**src/rtl/ttt_pkg.sv**
```systemverilog
// ttt_pkg: shared encodings, win-line table and FSM states for the tic-tac-toe engine
package ttt_pkg;
  localparam logic [1:0] ST_PLAY  = 2'b00;
  localparam logic [1:0] ST_X_WIN = 2'b01;
  localparam logic [1:0] ST_O_WIN = 2'b10;
  localparam logic [1:0] ST_DRAW  = 2'b11;
  localparam logic [3:0] CENTER_CELL = 4'd4;
  localparam logic [3:0] LINES [8][3] = '{
    '{4'd0, 4'd1, 4'd2}, '{4'd3, 4'd4, 4'd5}, '{4'd6, 4'd7, 4'd8},
    '{4'd0, 4'd3, 4'd6}, '{4'd1, 4'd4, 4'd7}, '{4'd2, 4'd5, 4'd8},
    '{4'd0, 4'd4, 4'd8}, '{4'd2, 4'd4, 4'd6}
  };
  typedef enum logic [1:0] {PLAY, CHECK, OVER} fsm_t;
endpackage

```
**src/rtl/ttt_line_checker.sv**
```systemverilog
// ttt_line_checker: flags every line fully held by player (combinational, reused by the renderer)
module ttt_line_checker
  import ttt_pkg::*;
(
  input  logic [8:0] occupied,
  input  logic [8:0] owner,
  input  logic       player,
  output logic [7:0] win_line
);
  logic [8:0] mine;
  assign mine = occupied & (player ? owner : ~owner);
  for (genvar l = 0; l < 8; l++) begin : g_line
    assign win_line[l] = mine[LINES[l][0]] & mine[LINES[l][1]] & mine[LINES[l][2]];
  end
endmodule

```
**src/rtl/ttt_game_engine.sv**
```systemverilog
// ttt_game_engine: frame-paced tic-tac-toe engine with edge-detected buttons, wrapping cursor and win/draw detection
module ttt_game_engine
  import ttt_pkg::*;
#(
  parameter int OVER_HOLD_FRAMES = 60
) (
  input  logic       clk,
  input  logic       rst_n,
  input  logic       frame_tick,
  input  logic       pad_present,
  input  logic       btn_up,
  input  logic       btn_down,
  input  logic       btn_left,
  input  logic       btn_right,
  input  logic       btn_a,
  input  logic       btn_start,
  output logic [8:0] occupied,
  output logic [8:0] owner,
  output logic [3:0] cursor,
  output logic       turn,
  output logic [1:0] status,
  output logic [7:0] win_line,
  output logic [3:0] move_count
);
  localparam logic [7:0] HOLD = 8'(OVER_HOLD_FRAMES);
  fsm_t state, state_n;
  logic [5:0] btn, hist, press;
  logic [8:0] occupied_n, owner_n;
  logic [3:0] cursor_n, move_count_n;
  logic turn_n, col0, col2, done;
  logic [1:0] status_n;
  logic [7:0] win_line_n, lines, hold, hold_n;
  assign btn = pad_present ? {btn_start, btn_a, btn_up, btn_down, btn_left, btn_right} : '0;
  assign press = frame_tick ? btn & ~hist : '0;
  assign col0 = cursor == 4'd0 || cursor == 4'd3 || cursor == 4'd6;
  assign col2 = cursor == 4'd2 || cursor == 4'd5 || cursor == 4'd8;
  assign done = |lines || move_count == 4'd9;
  ttt_line_checker u_chk (.occupied(occupied), .owner(owner), .player(turn), .win_line(lines));
  always_comb begin
    state_n = state;
    occupied_n = occupied;
    owner_n = owner;
    cursor_n = cursor;
    turn_n = turn;
    status_n = status;
    win_line_n = win_line;
    move_count_n = move_count;
    hold_n = hold;
    if (press[5] && (state == PLAY || (state == OVER && hold == HOLD))) begin
      state_n = PLAY;
      occupied_n = '0;
      owner_n = '0;
      cursor_n = CENTER_CELL;
      turn_n = 1'b0;
      status_n = ST_PLAY;
      win_line_n = '0;
      move_count_n = '0;
      hold_n = '0;
    end else if (state == PLAY && press[4]) begin
      if (!occupied[cursor]) begin
        occupied_n[cursor] = 1'b1;
        owner_n[cursor] = turn;
        move_count_n = move_count + 4'd1;
        state_n = CHECK;
      end
    end else if (state == PLAY) begin
      cursor_n = press[3] ? (cursor < 4'd3 ? cursor + 4'd6 : cursor - 4'd3) :
                 press[2] ? (cursor > 4'd5 ? cursor - 4'd6 : cursor + 4'd3) :
                 press[1] ? (col0 ? cursor + 4'd2 : cursor - 4'd1) :
                 press[0] ? (col2 ? cursor - 4'd2 : cursor + 4'd1) : cursor;
    end else if (state == CHECK) begin
      state_n = done ? OVER : PLAY;
      win_line_n = lines;
      status_n = |lines ? (turn ? ST_O_WIN : ST_X_WIN) : done ? ST_DRAW : ST_PLAY;
      turn_n = done ? turn : ~turn;
      hold_n = '0;
    end else if (frame_tick && hold != HOLD) begin
      hold_n = hold + 8'd1;
    end
  end
  always_ff @(posedge clk) begin
    if (!rst_n) begin
      state <= PLAY;
      hist <= '1;
      occupied <= '0;
      owner <= '0;
      cursor <= CENTER_CELL;
      turn <= 1'b0;
      status <= ST_PLAY;
      win_line <= '0;
      move_count <= '0;
      hold <= '0;
    end else begin
      state <= state_n;
      if (frame_tick) hist <= btn;
      occupied <= occupied_n;
      owner <= owner_n;
      cursor <= cursor_n;
      turn <= turn_n;
      status <= status_n;
      win_line <= win_line_n;
      move_count <= move_count_n;
      hold <= hold_n;
    end
  end
endmodule

```
**config.mk**
```make
export PLATFORM = sky130hd
export DESIGN_NAME = ttt_game_engine
export DESIGN_NICKNAME = d
export VERILOG_FILES = /design/src/rtl/ttt_pkg.sv /design/src/rtl/ttt_line_checker.sv /design/src/rtl/ttt_game_engine.sv
export SDC_FILE = /design/constraint.sdc
export NUM_CORES = 1
export LEC_CHECK = 0
export ABC_CLOCK_PERIOD_IN_PS = 2300
export BUFFER_PORTS_ARGS = -buffer_cell sky130_fd_sc_hd__buf_2
export CAP_MARGIN = 40
export CORE_MARGIN = 2
export CORE_UTILIZATION = 53
export CTS_BUF_LIST = sky130_fd_sc_hd__clkbuf_8
export DETAILED_ROUTE_END_ITERATION = 10
export GPL_ROUTABILITY_DRIVEN = 0
export GPL_TIMING_DRIVEN = 0
export HOLD_SLACK_MARGIN = 0.06
export PLACE_DENSITY = 0.79
export SYNTH_ARGS = -nofsm -noshare
export SYNTH_HDL_FRONTEND = slang
export SYNTH_SLANG_ARGS = --single-unit
export TNS_END_PERCENT = 50
```
**constraint.sdc**
```tcl
create_clock -name clk -period 2.3 [get_ports clk]
set_clock_uncertainty 0.2 [all_clocks]
set_input_delay 0.115 -clock clk [delete_from_list [all_inputs] [get_ports clk]]
set_output_delay 0.115 -clock clk [all_outputs]
set_load 0.005 [all_outputs]
```
==> out/results.md <==
| Stage | Result | Reported |
|---|---|---|
| outcome | Outcome | finished with violations |
| outcome | Violated checks | negative setup slack |
| critical path | CP endpoint kind | register |
| finish | Utilization after layout | 67.12% |
| floorplan | Ports placed on the boundary | 47 |
| clocking | Clock sink count | 53 |
| synthesis | Synth Area per Inst | 8.361 um2 |
| routing | DRC violation count after routing | 0 |
| floorplan | Std cell rows | 27 |
| finish | Most frequent cells in the layout | sky130_fd_sc_hd__buf_2, sky130_fd_sc_hd__dfxtp_1, sky130_fd_sc_hd__nand2_1 |
| routing | Sum of routed wire length over all layers | 8.184 mm |
| critical path | Most frequent cell on the critical path | sky130_fd_sc_hd__mux2i_1 |
| synthesis | Number of warnings issued by yosys | 0 |
| sta | Max_slew headroom | 52.62% |
| floorplan | X dimension of the die | 78.94 um |
| critical path | Cells along the critical path | buf_8 > mux2i_1 > nor3_1 > o41a_1 > nor3_4 > nand2_1 > mux2i_1 |
| synthesis | Most common flop cell mapped by yosys | sky130_fd_sc_hd__dfxtp_1 |
| clocking | Clock-pin slew of the registers on the worst-case setup and hold paths | 0.10 ns |
| clocking | Clock tree from TritonCTS | yes |
| sta | Hold Vio Cnt, Final | 0 |
| sta | Fmax | 434.5 MHz |
| global route | Overflow left after global routing | 0 |
| finish | Post-route design area | 3674 um2 |
| sta | Final-layout worst hold slack | 0.07085 ns |
| sta | Worst Setup Slack, final | -0.001660 ns |
| routing | Number of antenna-violating nets in the routed design | 0 |
| flow run | Count of max-cap constraint violations | 0 |
| routing | Count of TritonRoute iterations in the first routing pass | 4 |
| global route | Global-route wire length before repair | 13.55 mm |
| global route | Largest net degree at the start of global routing | 17 |
| finish | Total number of nets in the final design | 447 |
| floorplan | Placeable core area | 5473 um2 |
| clocking | Clock insertion delay at the later pin of the skew report | 0.30 ns |
| finish | Diode count | 0 |
| power and ir drop | Peak supply drop | 369.7 uV |
| floorplan | Overall die height | 78.94 um |
| finish | Share of layout cells above drive strength 1 | 23.35% |
| synthesis | Synthesized instance count | 356 |
| floorplan | Effective utilization at floorplan | 54.39% |
| critical path | Data required time of the critical path | 2.30 ns |
| worst hold path | Class of the worst hold path | in -> reg |
| clocking | Maximum clock insertion buffer count | 2 |
| sta | Setup repair after global routing missed its margin | yes |
| floorplan | Die ar. | 6232 um2 |
| global route | Number of antenna violations at the first check in global routing | 0 |
| critical path | Total buffers and inverters traversed by the critical path | 1 |
| routing | Via count | 3040 |
| synthesis | Number of library cell types mapped by synthesis | 59 |
| clocking | Number of buffers created by CTS | 5 |
| critical path | Maximum net fanout on the critical path | 8 |
| global route | Number of global-route vias before repair | 2787 |
| global route | Total track usage | 27.14% |
| critical path | Slowest cell on the critical path | sky130_fd_sc_hd__o41a_1 |
| routing | WL per Instance | 16.50 um |
| placed design | Total cell area at the placement stage | 3302 um2 |
| critical path | R2r setup slk | -0.002 ns |
| clocking | H-Tree Depth | 2 |
| critical path | Top cell family by delay on the critical path | simple AND/OR/NAND/NOR gates |
| sta | Sum of negative setup slack | -0.001660 ns |
| clocking | Cell at the root of the clock tree | sky130_fd_sc_hd__clkbuf_8 |
| placed design | Total of buffers placed on input and output ports | 46 |
| synthesis | Netlist Area Pre-Place | 2977 um2 |
| critical path | Crit path DAT | 2.30 ns |
| synthesis | Synth async-reset ratio | 0% |
| synthesis | Synthesis-stage register bit count | 53 |
| routing | DRC violation total after the first TritonRoute iteration | 209 |
| synthesis | Sequential-to-total area share from yosys stat | 35.65% |
| finish | Area overhead of the layout relative to synthesis | 23.41% |
| placed design | Dpl hpwl | 5.686 mm |
| sta | Setup-failing EPs final | 1 |
| synthesis | Syn_nets | 380 |
| critical path | Longest individual stage delay on the worst path | 0.57 ns |
| power and ir drop | Static leakage power | 1.541 nW |
| routing | Avg Vias per Cell | 6.129 |
| critical path | Kind of critical path | reg -> reg |
| power and ir drop | PD cells | 506.1 nW/um2 |
| sta | Max Slew Vio Count | 0 |
| sta | Slew at the pin with the worst max-slew slack | 0.6996 ns |
| critical path | Type of element launching the critical path | register |
| sta | Crit share post-route | 100.1% |
| sta | Period minus WS final | 2.302 ns |
| synthesis | Number of flops mapped to enable cells by yosys | 0 |
| placed design | Placement-stage worst setup slack | -0.2517 ns |
-- area by class of cell --
| type | instances | area, um2 |
|---|---|---|
| plain buffers | 12 | 70.07 |
| clock buffers | 5 | 68.82 |
| clock inverters | 3 | 42.54 |
| fillers | 481 | 1799 |
| inverters | 18 | 67.56 |
| multi-input cells | 272 | 1894 |
| flip-flops and latches | 53 | 1072 |
| well taps | 72 | 90.09 |
| repair buffers | 61 | 367.9 |
-- flip-flops by register name (all words and copies together) (netlist names) --
signal	cells
occupied	9
owner	9
hold	8
win_line	8
hist	6
cursor	4
move_count	4
state	2
status	2
turn	1
-- power breakdown --
group | internal, mW | leakage [nW] | switching [mW]
clock network | 0.323 | 0.0595 | 0.303
registers | 0.932 | 0.431 | 0.0162
logic | 0.123 | 1.05 | 0.163
total | 1.38 | 1.54 | 0.481
-- path summary, 6_finish.rpt --
| check | cells past startpoint | end | startpoint |
|---|---|---|---|
| max | 7 | owner[5]$_SDFFE_PP0P_ | cursor[2]$_SDFFE_PP1P_ |
| min | 4 | hold[0]$_SDFFE_PP0P_ | frame_tick |
| max reg2reg | 7 | owner[5]$_SDFFE_PP0P_ | cursor[2]$_SDFFE_PP1P_ |
| min reg2reg | 2 | win_line[0]$_SDFFE_PP0P_ | win_line[0]$_SDFFE_PP0P_ |
-- Yosys cell counts (5+ instances only) --
cell,instances,area (um2)
sky130_fd_sc_hd__dfxtp_1,53,1061
sky130_fd_sc_hd__nand2_1,45,168.9
sky130_fd_sc_hd__nor2_1,30,112.6
sky130_fd_sc_hd__a21oi_1,25,125.1
sky130_fd_sc_hd__inv_1,16,60.06
sky130_fd_sc_hd__ha_1,14,175.2
sky130_fd_sc_hd__mux2i_1,14,140.1
sky130_fd_sc_hd__nand3_1,12,60.06
sky130_fd_sc_hd__nand2b_1,9,56.30
sky130_fd_sc_hd__nand4_1,9,56.30
sky130_fd_sc_hd__xor2_1,9,78.83
sky130_fd_sc_hd__o21ai_0,8,40.04
sky130_fd_sc_hd__clkbuf_1,7,26.28
sky130_fd_sc_hd__a211oi_1,6,45.04
sky130_fd_sc_hd__buf_2,6,30.03
sky130_fd_sc_hd__nor3_1,6,30.03
sky130_fd_sc_hd__a221o_1,5,50.05
sky130_fd_sc_hd__o211ai_1,5,37.54
-- routing by layer --
layer,track usage (%),up-vias,wire [um],part of all wire [%]
li1,-,1440,-,-
met1,36.73,1468,3630,44
met2,43.93,119,3946,48
met3,5.568,13,501,6.1
met4,8.103,0,106,1.3
met5,0,-,0,0
-- worst min-delay path, stage by stage --
cell and delay, ns:
sky130_fd_sc_hd__buf_2 0.15, sky130_fd_sc_hd__o311ai_1 0.12, sky130_fd_sc_hd__xnor2_1 0.08, sky130_fd_sc_hd__nor2_1 0.07
-- logic make-up after synthesis --
logic type | Yosys count | synth area share, %
AOI/OAI and AO/OA | 86 | 20.35
DFF | 53 | 35.65
adders and majority gates | 14 | 5.885
xor gates and xnor gates | 13 | 3.825
muxes | 14 | 4.708
buffers and inverters | 31 | 4.162
and+or+nand+nor | 145 | 25.43
-- per-stage QoR --
stage,cells,power (mW)
global route,496,1.932
global placement,474,1.198
finish,496,1.859
detailed placement,474,1.204
floorplan,356,1.137
CTS,494,1.854
-- timing repair --
item                                   CTS  global route
setup endpoints to repair               37            38
gates cloned                             0             0
hold buffers                             9             0
pin swaps                                3             5
buffers inserted                         4             2
gates resized for setup                 14            22
endpoints found under the hold margin    6             0
Note: power is estimated with default switching activity, not from simulation.
